File: src/rtl/diagv2_ecall_uart_tx_if.sv
// Core-side status/report bundle for the ECALL UART reporter: the core drives the
// ECALL strobe and status code, and the reporter returns the UART line, halt and counters.
interface diagv2_ecall_uart_tx_if #(
  parameter int DATA_W = 64,
  parameter int CNT_W  = 8
);
  logic              ecall;
  logic [DATA_W-1:0] statusCode;
  logic              tx;
  logic              halt;
  logic              busy;
  logic [CNT_W-1:0]  pass_count;
  logic [CNT_W-1:0]  fail_count;

  modport master (
    output ecall, statusCode,
    input  tx, halt, busy, pass_count, fail_count
  );

  modport slave (
    input  ecall, statusCode,
    output tx, halt, busy, pass_count, fail_count
  );
endinterface

File: src/rtl/diagv2_ecall_uart_tx.sv
// ECALL result reporter: captures the status code on an ECALL edge, halts the core and
// sends "P|F, hex hi, hex lo, CR, LF" over UART 8N1 while keeping saturating pass/fail counts.
module diagv2_ecall_uart_tx #(
  parameter int DATA_W       = 64,
  parameter int CLKS_PER_BIT = 868,
  parameter int CNT_W        = 8
) (
  input logic                      clk,
  input logic                      reset,
  diagv2_ecall_uart_tx_if.slave    bus
);
  localparam int TMR_W = (CLKS_PER_BIT > 2) ? $clog2(CLKS_PER_BIT) : 1;
  localparam logic [TMR_W-1:0] TMR_LOAD = TMR_W'(CLKS_PER_BIT - 1);

  typedef enum logic [2:0] {
    IDLE  = 3'd0,
    START = 3'd1,
    DATA  = 3'd2,
    STOP  = 3'd3,
    DONE  = 3'd4
  } state_t;

  state_t            state_r, next_state_s;
  logic [TMR_W-1:0]  timer_r, timer_nxt_s;
  logic [2:0]        bit_idx_r, bit_idx_nxt_s;
  logic [2:0]        byte_idx_r, byte_idx_nxt_s;
  logic [7:0]        code_r;
  logic              pass_r;
  logic              ecall_d_r;
  logic              tx_r, halt_r, busy_r;
  logic              tx_nxt_s, halt_nxt_s, busy_nxt_s;
  logic [7:0]        byte_nxt_s;
  logic [CNT_W-1:0]  pass_count_r, fail_count_r;
  logic              capture_s, pass_s;

  function automatic logic [7:0] hex_ascii(input logic [3:0] nib);
    if (nib < 4'd10) return {4'h3, nib};
    else             return 8'h37 + {4'h0, nib};
  endfunction

  function automatic logic [7:0] frame_byte(input logic [2:0] idx, input logic [7:0] code,
                                            input logic pass);
    case (idx)
      3'd0:    return pass ? 8'h50 : 8'h46;
      3'd1:    return hex_ascii(code[7:4]);
      3'd2:    return hex_ascii(code[3:0]);
      3'd3:    return 8'h0D;
      3'd4:    return 8'h0A;
      default: return 8'hFF;
    endcase
  endfunction

  assign capture_s = (state_r == IDLE) && bus.ecall && !ecall_d_r;
  assign pass_s    = (bus.statusCode == {DATA_W{1'b0}});

  // State register, bit timer and frame indices.
  always_ff @(posedge clk or posedge reset) begin
    if (reset) begin
      state_r    <= IDLE;
      timer_r    <= {TMR_W{1'b0}};
      bit_idx_r  <= 3'd0;
      byte_idx_r <= 3'd0;
      ecall_d_r  <= 1'b0;
    end else begin
      state_r    <= next_state_s;
      timer_r    <= timer_nxt_s;
      bit_idx_r  <= bit_idx_nxt_s;
      byte_idx_r <= byte_idx_nxt_s;
      ecall_d_r  <= bus.ecall;
    end
  end

  // Next-state logic: each line state lasts exactly CLKS_PER_BIT cycles, bytes back-to-back.
  always_comb begin
    next_state_s   = state_r;
    timer_nxt_s    = timer_r;
    bit_idx_nxt_s  = bit_idx_r;
    byte_idx_nxt_s = byte_idx_r;
    case (state_r)
      IDLE: begin
        if (capture_s) begin
          next_state_s   = START;
          timer_nxt_s    = TMR_LOAD;
          bit_idx_nxt_s  = 3'd0;
          byte_idx_nxt_s = 3'd0;
        end else begin
          next_state_s = IDLE;
        end
      end
      START, DATA, STOP: begin
        if (timer_r != {TMR_W{1'b0}}) begin
          timer_nxt_s = timer_r - TMR_W'(1);
        end else begin
          timer_nxt_s = TMR_LOAD;
          if (state_r == START) begin
            next_state_s  = DATA;
            bit_idx_nxt_s = 3'd0;
          end else if (state_r == DATA) begin
            if (bit_idx_r == 3'd7) next_state_s  = STOP;
            else                   bit_idx_nxt_s = bit_idx_r + 3'd1;
          end else if (byte_idx_r == 3'd4) begin
            next_state_s = DONE;
          end else begin
            next_state_s   = START;
            byte_idx_nxt_s = byte_idx_r + 3'd1;
          end
        end
      end
      DONE: begin
        // The core stays frozen until the harness drops ecall (core reset).
        if (!bus.ecall) next_state_s = IDLE;
        else            next_state_s = DONE;
      end
      default: next_state_s = IDLE;
    endcase
  end

  // Output decode from the upcoming state so tx changes on the same edge as state entry.
  always_comb begin
    byte_nxt_s = frame_byte(byte_idx_nxt_s, code_r, pass_r);
    tx_nxt_s   = 1'b1;
    halt_nxt_s = (next_state_s != IDLE);
    busy_nxt_s = 1'b0;
    case (next_state_s)
      START: begin
        tx_nxt_s   = 1'b0;
        busy_nxt_s = 1'b1;
      end
      DATA: begin
        tx_nxt_s   = byte_nxt_s[bit_idx_nxt_s];
        busy_nxt_s = 1'b1;
      end
      STOP: begin
        tx_nxt_s   = 1'b1;
        busy_nxt_s = 1'b1;
      end
      default: begin
        tx_nxt_s   = 1'b1;
        busy_nxt_s = 1'b0;
      end
    endcase
  end

  // Registered outputs, captured code and saturating pass/fail counters.
  always_ff @(posedge clk or posedge reset) begin
    if (reset) begin
      tx_r         <= 1'b1;
      halt_r       <= 1'b0;
      busy_r       <= 1'b0;
      code_r       <= 8'h00;
      pass_r       <= 1'b0;
      pass_count_r <= {CNT_W{1'b0}};
      fail_count_r <= {CNT_W{1'b0}};
    end else begin
      tx_r   <= tx_nxt_s;
      halt_r <= halt_nxt_s;
      busy_r <= busy_nxt_s;
      if (capture_s) begin
        code_r <= bus.statusCode[7:0];
        pass_r <= pass_s;
        if (pass_s && (pass_count_r != {CNT_W{1'b1}}))
          pass_count_r <= pass_count_r + {{(CNT_W-1){1'b0}}, 1'b1};
        if (!pass_s && (fail_count_r != {CNT_W{1'b1}}))
          fail_count_r <= fail_count_r + {{(CNT_W-1){1'b0}}, 1'b1};
      end
    end
  end

  assign bus.tx         = tx_r;
  assign bus.halt       = halt_r;
  assign bus.busy       = busy_r;
  assign bus.pass_count = pass_count_r;
  assign bus.fail_count = fail_count_r;
endmodule

File: src/flat_wrapper.sv
// flat-port wrapper written by rule: the top's interface ports become plain ports
module diagv2_ecall_uart_tx_flat 
#(
  parameter int DATA_W       = 64,
  parameter int CLKS_PER_BIT = 868,
  parameter int CNT_W        = 8
)
  (clk, reset, bus_ecall, bus_statusCode, bus_tx, bus_halt, bus_busy, bus_pass_count, bus_fail_count);
  diagv2_ecall_uart_tx_if #(.DATA_W(DATA_W), .CNT_W(CNT_W)) bus_i ();
  input logic clk;
  input logic reset;
  input wire logic [$bits(bus_i.ecall)-1:0] bus_ecall;
  input wire logic [$bits(bus_i.statusCode)-1:0] bus_statusCode;
  output wire logic [$bits(bus_i.tx)-1:0] bus_tx;
  output wire logic [$bits(bus_i.halt)-1:0] bus_halt;
  output wire logic [$bits(bus_i.busy)-1:0] bus_busy;
  output wire logic [$bits(bus_i.pass_count)-1:0] bus_pass_count;
  output wire logic [$bits(bus_i.fail_count)-1:0] bus_fail_count;
  assign bus_i.ecall = bus_ecall;
  assign bus_i.statusCode = bus_statusCode;
  assign bus_tx = bus_i.tx;
  assign bus_halt = bus_i.halt;
  assign bus_busy = bus_i.busy;
  assign bus_pass_count = bus_i.pass_count;
  assign bus_fail_count = bus_i.fail_count;
  diagv2_ecall_uart_tx #(.DATA_W(DATA_W), .CLKS_PER_BIT(CLKS_PER_BIT), .CNT_W(CNT_W)) u_core (.clk(clk), .reset(reset), .bus(bus_i));
endmodule
File: config.mk
export PLATFORM = sky130hd
export DESIGN_NAME = diagv2_ecall_uart_tx_flat
export DESIGN_NICKNAME = d
export VERILOG_FILES = /design/src/rtl/diagv2_ecall_uart_tx_if.sv /design/src/rtl/diagv2_ecall_uart_tx.sv /design/src/flat_wrapper.sv
export SDC_FILE = /design/constraint.sdc
export NUM_CORES = 1
export LEC_CHECK = 0
export ABC_AREA = 1
export CAP_MARGIN = 15
export CORE_ASPECT_RATIO = 1.1
export CORE_MARGIN = 2
export CORE_UTILIZATION = 40
export DETAILED_ROUTE_END_ITERATION = 10
export GPL_TIMING_DRIVEN = 0
export MAX_ROUTING_LAYER = met4
export PLACE_DENSITY_LB_ADDON = 0.08
export REMOVE_ABC_BUFFERS = 1
export SETUP_SLACK_MARGIN = 0.15
export SLEW_MARGIN = 0
export SYNTH_ARGS = -nofsm -noshare
export SYNTH_HDL_FRONTEND = slang
export SYNTH_SLANG_ARGS = --single-unit
File: constraint.sdc
create_clock -name clk -period 5.3 [get_ports clk]
set_input_delay 1.06 -clock clk [delete_from_list [all_inputs] [get_ports clk]]
set_output_delay 1.06 -clock clk [all_outputs]
set_load 0.01 [all_outputs]
==> flow_summary.yaml, run 1 <==
routing:
  dr.pass1.iters: 4
  avgRoutedWirePerCell_um: 12.68
  detail_route.vias_per_cell: 4.922
  wirelength_um: 7521
  drc: 0
  drt_iter0_drc: 104
  ant_nets: 0
  vias: 2919
worst_setup_path:
  path_class: "input port to flop"
  rr_worst_depth: 9
  rrSetupSlack_ns: 2.91
  r2r-start: "u_core.state_r[2]$_DFF_PP0_"
  cp_data_required_time_ns: 5.49
  cp-endpoint: "u_core.bus.fail_count[7]$_DFFE_PP0P_"
  worstSetupEndpointType: "flop"
  crit_start: "bus_ecall"
  r2r-end: "u_core.bus.fail_count[7]$_DFFE_PP0P_"
  critPathMaxFanout: 19
  cp.arrival_ns: 3.31
  worst_setup_path_start_kind: "input port"
placement:
  globalplace.congestion: 0.8253
  port_buffers: 85
  post-dp-hpwl_um: 6078
timing:
  slew_headroom: 0.5486
  whs_ns: 0.5089
  fmax_mhz: 321.2
  slew_violations: 0
  period_share: 0.5875
  fin_crit_ns: 3.114
  setup_viol: 0
  setup_tns_ns: 0
  hold_violations: 0
  fin_worst_skew_ns: 0.006436
  rsz0062_at_grt: "false"
  worstMarginPinSlew_ns: 0.6764
global_route:
  grt-ovfl-total: 0
  grt_pass1_vias: 2869
  grt_pass1_wl_um: 12620
  grt_antenna_before_repair: 0
  grt_max_degree: 27
  grt_usage: 0.1956
cells_and_area:
  nets: 564
  antenna_cells: 0
  post-route-util: 0.5632
  area_delta_synth_final_pct: 35.59
  fill_cells: 698
  drive_above_1_share: 0.1045
synthesis:
  seq_area_frac_synth: 0.3873
  yosysMostFrequentCell: "nand2_1"
  synthFlopType: "dfrtp_1"
  ys_seq_elements: 48
  synth_top_cell_area_share: 0.3789
  ys_top_cells_by_area: "dfrtp_1, nand2_1, inv_1"
  avgSynthCellArea_um2: 7.800
  synth_cell_types: 41
  yosysTopAreaCell: "dfrtp_1"
  async_flop_share: 1.000
  netlist_instances: 398
  ys_warn_count: 0
  synth_edf_count: 0
  netlist_area_mm2: 0.003104
  synth.top_cells.by_count: "nand2_1, inv_1, dfrtp_1, nand3_1, nor2_1"
clock_tree:
  ctsResizeCount: 0
  cts_tree: "done"
  clk_latency_ns: 0.30
  cts_sinks: 48
  cts-root-buf: "clkbuf_8"
  hold_buffers: 0
  clk_pin_slew_ns: 0.09
  cts_buffers: 5
  postCtsSetupBuffers: 0
  cts_buffer_depth: 2
  ctsHtreeMaxLevel: 2
floorplan:
  initial_utilization: 0.4154
  rows: 33
  die_h_um: 96.40
  pin_count: 86
  core_mm2: 0.007473
  dieArea_mm2: 0.008482
  dieWidth_um: 88.00
power_and_ir_drop:
  ir_drop_mv: 0.1457
  p_leak_uw: 0.001957
  p_per_area_mw_per_mm2: 258.6
job:
  maxCapViolCount: 0
run_status:
  status: "completed"
hold_path:
  hold_path_class: "flop to flop"
-- per-layer routing --
layer  up-vias  wire length, um  global-route usage
met5         -                0                   -
met4         0              110             0.05385
met3        11              438             0.04078
met2        96             3565              0.3264
met1      1330             3407              0.2414
li1       1482                -                   -
-- layout make-up --
cell class / count / area [um2] / share of cell area
inverters: 63 / 239.0 / 0.05678
repair buffers: 86 / 870.8 / 0.2069
well taps: 105 / 131.4 / 0.03121
multi-input cells: 284 / 1637 / 0.3888
flip-flops and latches: 48 / 1202 / 0.2857
clock inverters: 2 / 60.06 / 0.01427
clock buffers: 5 / 68.82 / 0.01635
-- stage by stage --
stage	worst slack (ns)	total power, uW	cell area [um2]	cells
global placement	1.870	777.3	4060	585
global route	1.907	1160	4209	593
floorplan	2.765	640.2	3078	395
finish	2.186	1089	4209	593
detailed placement	1.817	786.0	4080	586
CTS	2.158	1100	4209	593
-- worst min path at each step --
stage	start	end	slack, ns	cells past startpoint
2_1_floorplan	u_core.timer_r[1]$_DFFE_PP0P_	u_core.timer_r[1]$_DFFE_PP0P_	0.49	2
3_5_place_dp	u_core.bus.fail_count[7]$_DFFE_PP0P_	u_core.bus.fail_count[7]$_DFFE_PP0P_	0.49	1
5_1_grt	u_core.bus.fail_count[7]$_DFFE_PP0P_	u_core.bus.fail_count[7]$_DFFE_PP0P_	0.53	1
4_1_cts	u_core.bus.fail_count[7]$_DFFE_PP0P_	u_core.bus.fail_count[7]$_DFFE_PP0P_	0.51	1
6_report	u_core.bus.fail_count[7]$_DFFE_PP0P_	u_core.bus.fail_count[7]$_DFFE_PP0P_	0.51	1
3_3_place_gp	u_core.bus.pass_count[6]$_DFFE_PP0P_	u_core.bus.pass_count[6]$_DFFE_PP0P_	0.49	1
-- kinds of logic after synthesis --
kind of cell | synth area share
DFF | 0.3873
adders and majority gates | 0.03628
xor gates and xnor gates | 0.05925
AOI/OAI and AO/OA | 0.09997
and+or+nand+nor | 0.3245
buffers and inverters | 0.08545
muxes | 0.007255
-- sequential cells by signal (all words and copies together), names as in the netlist --
register / count
u_core.code_r: 8
u_core.byte_idx_r: 3
u_core.ecall_d_r: 1
u_core.timer_r: 10
u_core.state_r: 3
u_core.bus.fail_count: 8
u_core.bus.tx: 1
u_core.bus.pass_count: 8
u_core.bus.busy: 1
u_core.pass_r: 1
u_core.bus.halt: 1
u_core.bit_idx_r: 3
-- report_power, final --
part	internal [uW]	switching (uW)	total, uW
Clock	186	125	311
Combinational	152	154	306
Sequential	419	52.7	472
-- worst max-delay path, cell delays in order --
cell	delay (ns)
clkdlybuf4s50_1	0.52
nand3b_2	0.13
nor2_2	0.54
nand3_1	0.38
nor2_1	0.25
nand3_1	0.14
nor2_1	0.10
nand2_1	0.06
xnor2_1	0.12
-- cell usage in the layout, fill, tap and decap left out, types with 2 or more instances in the layout --
| cell type | count |
|---|---|
| a21oi_1 | 6 |
| bufinv_16 | 2 |
| clkbuf_8 | 5 |
| clkdlybuf4s50_1 | 85 |
| dfrtp_1 | 47 |
| ha_1 | 9 |
| inv_1 | 52 |
| inv_2 | 10 |
| mux2_2 | 2 |
| nand2_1 | 86 |
| nand2_2 | 2 |
| nand2_4 | 4 |
| nand3_1 | 33 |
| nand3_2 | 2 |
| nand4_1 | 10 |
| nor2_1 | 32 |
| nor2_2 | 7 |
| nor2_4 | 4 |
| nor3_1 | 3 |
| nor3_2 | 2 |
| nor4_1 | 16 |
| o211ai_1 | 2 |
| o21ai_0 | 23 |
| o21ai_1 | 2 |
| o21ai_2 | 3 |
| o21bai_1 | 2 |
| o311ai_0 | 2 |
| xnor2_1 | 5 |
| xor2_1 | 16 |
Note: power is estimated with default switching activity, not from simulation.
==> run 2: changes to the inputs <==
==> constraint.sdc (replaced) <==
create_clock -name clk -period 2.85 [get_ports clk]
set_input_delay 0.57 -clock clk [delete_from_list [all_inputs] [get_ports clk]]
set_output_delay 0.57 -clock clk [all_outputs]
set_load 0.01 [all_outputs]
==> run 2 against run 1 <==
Effect of this change:
- global-route usage stayed put
- sequential share of layout area about the same
- register-to-register slack got worse by 2.4 ns
- via count down 0.14%
- combinational power is 87% higher
- critical path depth rose by 8
- hold slack unchanged
- final cell count stayed put
- largest cell class unchanged
- highest routed layer unchanged
==> flow_summary.yaml, run 2 (synthesis results as in run 1) <==
power_and_ir_drop:
  intPower_uw: 1408
  power_switching_uw: 618.6
  clockPowerShare: 0.286
  seqPwrFrac: 0.433
  p_comb_frac: 0.282
  swShare: 0.3052
  p_per_area_mw_per_mm2: 480.9
  p_leak_uw: 0.001958
  ir_drop_mv: 0.2710
routing:
  ant_nets: 0
  drc: 0
  vias: 2915
  dr.pass1.iters: 4
  avgRoutedWirePerCell_um: 12.73
  wirelength_um: 7547
  drt_iter0_drc: 116
  detail_route.vias_per_cell: 4.916
worst_setup_path:
  worst_setup_path_start_kind: "flop"
  rrSetupSlack_ns: 0.48
  cp.arrival_ns: 2.60
  max_stage_delay_ns: 0.37
  r2r-start: "u_core.timer_r[0]$_DFFE_PP0P_"
  rr_worst_depth: 17
  worstSetupEndpointType: "flop"
  cpMaxStageDelayCell: "dfrtp_1"
  r2r-end: "u_core.bus.tx$_DFF_PP1_"
  cp_common_cell: "nand2_1"
  critPathMaxFanout: 5
  path_cells: "inv_1 -> ha_1 -> nand2_1 -> nor3_2 -> o21ai_0 -> o211ai_1 -> o21ai_2 -> inv_2 -> nand2_1 -> nand2_1 -> nand2_1 -> nand2_1 -> nand2_1 -> nand2_1 -> nand2_1 -> nand2_1 -> nand2_1"
  cp_data_required_time_ns: 3.08
  path_class: "flop to flop"
clock_tree:
  ctsHtreeMaxLevel: 2
  cts_tree: "done"
  hold_buffers: 0
  ctsResizeCount: 0
  cts_buffer_depth: 2
  cts_buffers: 5
  clk_pin_slew_ns: 0.09
  cts-root-buf: "clkbuf_8"
  postCtsSetupBuffers: 0
  cts_sinks: 48
  clk_latency_ns: 0.30
timing:
  whs_ns: 0.5089
  fin_crit_ns: 2.371
  slew_violations: 0
  setup_viol: 0
  period_share: 0.8320
  rsz0062_at_grt: "false"
  worstMarginPinSlew_ns: 0.5095
  setup_tns_ns: 0
  fmax_mhz: 421.7
  hold_violations: 0
  fin_worst_skew_ns: 0.006792
  slew_headroom: 0.6598
  finalWorstSetupSlack_ns: 0.4789
placement:
  port_buffers: 85
  globalplace.congestion: 0.8253
  post-dp-hpwl_um: 6078
  place_ws_ns: -0.1429
floorplan:
  initial_utilization: 0.4154
  pin_count: 86
  die_h_um: 96.40
  rows: 33
  dieWidth_um: 88.00
  core_mm2: 0.007473
  dieArea_mm2: 0.008482
global_route:
  grt_pass1_wl_um: 12620
  grt_max_degree: 27
  grt-ovfl-total: 0
  grt_pass1_vias: 2869
  grt_antenna_before_repair: 0
  grt_usage: 0.1956
cells_and_area:
  largest_reg_flops: 10
  area_delta_synth_final_pct: 35.75
  antenna_cells: 0
  nets: 564
  final_common_cell: "nand2_1"
  regMostFlops: "u_core.timer_r"
  final_cell_mix: "nand2_1, clkdlybuf4s50_1, inv_1"
  drive_above_1_share: 0.1045
hold_path:
  whs_path_depth: 1
  hold_start: "u_core.bus.fail_count[7]$_DFFE_PP0P_"
  min_to: "u_core.bus.fail_count[7]$_DFFE_PP0P_"
  hold_path_class: "flop to flop"
job:
  maxCapViolCount: 0
run_status:
  status: "completed"
[run 2: layout make-up]
| class | count | area (um2) |
|---|---|---|
| multi-input combinational | 284 | 1642 |
| clock buffer | 5 | 68.82 |
| inverter | 63 | 239.0 |
| timing repair buffer | 86 | 870.8 |
| fill | 698 | 3259 |
| tap | 105 | 131.4 |
| clock inverter | 2 | 60.06 |
| sequential | 48 | 1202 |
[run 2: worst max path at each step]
stage / startpoint / to / slack (ns) / cells past startpoint
final: u_core.timer_r[0]$_DFFE_PP0P_ / u_core.bus.tx$_DFF_PP1_ / 0.48 / 17
after global routing: u_core.timer_r[0]$_DFFE_PP0P_ / u_core.bus.tx$_DFF_PP1_ / 0.21 / 17
after floorplan: bus_ecall / u_core.bus.fail_count[7]$_DFFE_PP0P_ / 0.80 / 8
after CTS: bus_ecall / u_core.bus.fail_count[7]$_DFFE_PP0P_ / 0.20 / 9
after detailed placement: bus_ecall / u_core.bus.fail_count[7]$_DFFE_PP0P_ / -0.14 / 9
after global placement: bus_ecall / u_core.bus.fail_count[7]$_DFFE_PP0P_ / -0.09 / 9
[run 2: worst max-delay path: cells and delay by family, from the launching register on]
kind                       cells  cell delay, ns
AOI/OAI and AO/OA              3            0.55
buffers and inverters          2            0.21
DFF                            1            0.37
adders and majority gates      1            0.22
and+or+nand+nor               11            0.93
[run 2: per-layer routing]
layer / vias to the layer above / wire (um) / part of all wire / track usage
met3: 11 / 428 / 0.057 / 0.04078
li1: 1482 / - / - / -
met2: 93 / 3599 / 0.48 / 0.3264
met1: 1329 / 3409 / 0.45 / 0.2414
met4: 0 / 110 / 0.015 / 0.05385
met5: - / 0 / 0 / -
[run 2: power by group through the flow]
stage | combinational, uW | clock, uW | sequential (uW)
after floorplan | 302 | 0 | 889
after global placement | 559 | 0 | 887
after detailed placement | 574 | 0 | 888
after CTS | 578 | 591 | 877
after global routing | 648 | 617 | 894
final | 571 | 579 | 877
[run 2: through the flow]
stage               std cells  power (uW)    util  area, um2
finish                    593        2027  0.5639       4214
global route              593        2159  0.5639       4214
CTS                       593        2046  0.5632       4209
detailed placement        586        1462  0.5460       4080
global placement          585        1446  0.5433       4060
floorplan                 395        1191       -       3078
==> run 3: changes to the inputs <==
==> constraint.sdc (replaced) <==
create_clock -name clk -period 2.2 [get_ports clk]
set_input_delay 0.44 -clock clk [delete_from_list [all_inputs] [get_ports clk]]
set_output_delay 0.44 -clock clk [all_outputs]
set_load 0.01 [all_outputs]
==> run 3 against run 2 <==
Effect of this change:
- critical path depth unchanged
- via count is 3.0% higher
- setup slack got worse by 0.41 ns
- total power rose by 36%
- die area stayed put
- final cell count rose by 3.2%
- sequential power grew 30%
- routed wire length up 5.4%
- register-to-register slack lost 0.41 ns
- critical path type unchanged
- critical endpoint unchanged
==> flow_summary.yaml, run 3 (synthesis results as in run 1) <==
run_status:
  status: "completed"
power_and_ir_drop:
  power_switching_uw: 859.9
  seqPwrFrac: 0.411
  intPower_uw: 1903
  swShare: 0.3112
  p_leak_uw: 0.002110
  p_comb_frac: 0.317
  ir_drop_mv: 0.3418
  clockPowerShare: 0.272
  p_per_area_mw_per_mm2: 613.7
  total_power_uw: 2763
clock_tree:
  clk_latency_ns: 0.30
  clk_pin_slew_ns: 0.09
  ctsHtreeMaxLevel: 2
  cts_sinks: 48
  cts_buffer_depth: 2
  hold_buffers: 0
  cts_tree: "done"
  cts_buffers: 5
  cts-root-buf: "clkbuf_8"
routing:
  wirelength_um: 7951
  avgRoutedWirePerCell_um: 12.99
  ant_nets: 0
  drt_iter0_drc: 111
  vias: 3001
  dr.pass1.iters: 4
  detail_route.vias_per_cell: 4.904
  drc: 0
placement:
  dpl.cell_count: 586
  place_ws_ns: -0.6629
  post-dp-hpwl_um: 6078
  globalplace.congestion: 0.8253
  port_buffers: 85
worst_setup_path:
  worst-path-buf-inv: 2
  critPathMaxFanout: 6
  rrSetupSlack_ns: 0.07
  max_stage_delay_ns: 0.42
  r2r-start: "u_core.state_r[2]$_DFF_PP0_"
  cp_common_cell: "nand2_1"
  worstSetupEndpointType: "flop"
  cp_data_required_time_ns: 2.44
  worst_setup_path_start_kind: "flop"
  path_class: "flop to flop"
  cpMaxStageDelayCell: "dfrtp_1"
  path_cells: "inv_4 -> nand3_2 -> a21oi_1 -> nand2_2 -> nand2_1 -> o211ai_1 -> o21ai_2 -> inv_2 -> nand2_1 -> nand2_1 -> nand2_1 -> nand2_1 -> nand2_1 -> nand2_1 -> nand2_1 -> nand2_1 -> nand2_1"
  cp.arrival_ns: 2.37
  r2r-end: "u_core.bus.tx$_DFF_PP1_"
  path_delay_family: "simple AND/OR/NAND/NOR gates"
  rr_worst_depth: 17
timing:
  whs_ns: 0.4805
  fin_crit_ns: 2.131
  rsz0062_at_grt: "true"
  worstMarginPinSlew_ns: 0.5107
  slew_violations: 0
  fmax_mhz: 469.2
  setup_viol: 0
  hold_violations: 0
  slew_headroom: 0.6590
  period_share: 0.9687
  fin_worst_skew_ns: 0.006743
  finalWorstSetupSlack_ns: 0.06881
cells_and_area:
  regMostFlops: "u_core.timer_r"
  area_delta_synth_final_pct: 45.02
  drive_above_1_share: 0.1854
  largest_reg_flops: 10
  instances_no_fill: 612
  antenna_cells: 0
  post-route-util: 0.6024
  final_common_cell: "clkdlybuf4s50_1"
  final_cell_mix: "clkdlybuf4s50_1, nand2_1, inv_1"
  nets: 583
floorplan:
  core_mm2: 0.007473
  dieArea_mm2: 0.008482
  die_h_um: 96.40
  rows: 33
  initial_utilization: 0.4154
  dieWidth_um: 88.00
  pin_count: 86
global_route:
  grt_antenna_before_repair: 0
  grt_usage: 0.2063
  grt_pass1_wl_um: 13290
  grt_pass1_vias: 3017
  grt-ovfl-total: 0
  grt_max_degree: 27
hold_path:
  hold_path_class: "input port to async pin"
job:
  maxCapViolCount: 0
[run 3: changes by cell type in the layout (fill, tap and decap cells not counted), sizes merged]
cell,previous run,this run
buf,1,19
nor2,43,44
[run 3: worst reg2reg max path, cell delays in order, from the launching register on]
cell	delay [ns]
dfrtp_1	0.42
inv_4	0.11
nand3_2	0.16
a21oi_1	0.30
nand2_2	0.13
nand2_1	0.07
o211ai_1	0.10
o21ai_2	0.14
inv_2	0.09
nand2_1	0.07
nand2_1	0.05
nand2_1	0.06
nand2_1	0.05
nand2_1	0.06
nand2_1	0.05
nand2_1	0.08
nand2_1	0.05
nand2_1	0.08
[run 3: layer usage]
metal | GRT usage | up-vias | part of all wire | wire (um)
met5 | - | - | 0 | 0
met1 | 0.2527 | 1381 | 0.44 | 3515
met3 | 0.03908 | 8 | 0.058 | 463
met2 | 0.3529 | 92 | 0.49 | 3883
met4 | 0.05000 | 0 | 0.011 | 89
li1 | - | 1520 | - | -
[run 3: what timing repair did]
action | 4_1_cts | 5_1_grt
buffers inserted | 16 | 2
setup endpoints to repair | 18 | 10
pin swaps | 15 | 5
gates resized for setup | 36 | 8
gates cloned | 1 | 0
[run 3: final cells by class]
class                   count  area [um2]
inverters                  63       241.5
clock buffers               5       68.82
repair buffers            104        1010
well taps                 105       131.4
fillers                   675        2972
multi-input cells         285        1787
clock inverters             2       60.06
flip-flops and latches     48        1204
[run 3: how the worst max path moves through the flow]
| stage | start | to | slack, ns | cells past startpoint |
|---|---|---|---|---|
| after detailed placement | bus_ecall | u_core.bus.fail_count[7]$_DFFE_PP0P_ | -0.66 | 9 |
| final | u_core.state_r[2]$_DFF_PP0_ | u_core.bus.tx$_DFF_PP1_ | 0.07 | 17 |
| after floorplan | u_core.state_r[2]$_DFF_PP0_ | u_core.bus.fail_count[7]$_DFFE_PP0P_ | 0.19 | 9 |
| after global placement | bus_ecall | u_core.bus.fail_count[7]$_DFFE_PP0P_ | -0.61 | 9 |
| after global routing | u_core.byte_idx_r[0]$_DFF_PP0_ | u_core.bus.tx$_DFF_PP1_ | -0.15 | 18 |
| after CTS | bus_statusCode[6] | u_core.bus.pass_count[7]$_DFFE_PP0P_ | 0.06 | 11 |
[run 3: power groups by stage]
| stage | combinational (uW) | clock, uW | sequential [uW] |
|---|---|---|---|
| 3_5_place_dp | 743 | 0 | 1150 |
| 6_report | 875 | 752 | 1140 |
| 3_3_place_gp | 724 | 0 | 1150 |
| 4_1_cts | 872 | 766 | 1130 |
| 2_1_floorplan | 391 | 0 | 1150 |
| 5_1_grt | 983 | 798 | 1160 |
[run 3: through the flow]
step / setup TNS [ns] / area (um2)
floorplan: 0 / 3078
global placement: -24.57 / 4060
detailed placement: -6.416 / 4080
CTS: 0 / 4464
global route: -0.3178 / 4502
finish: 0 / 4502
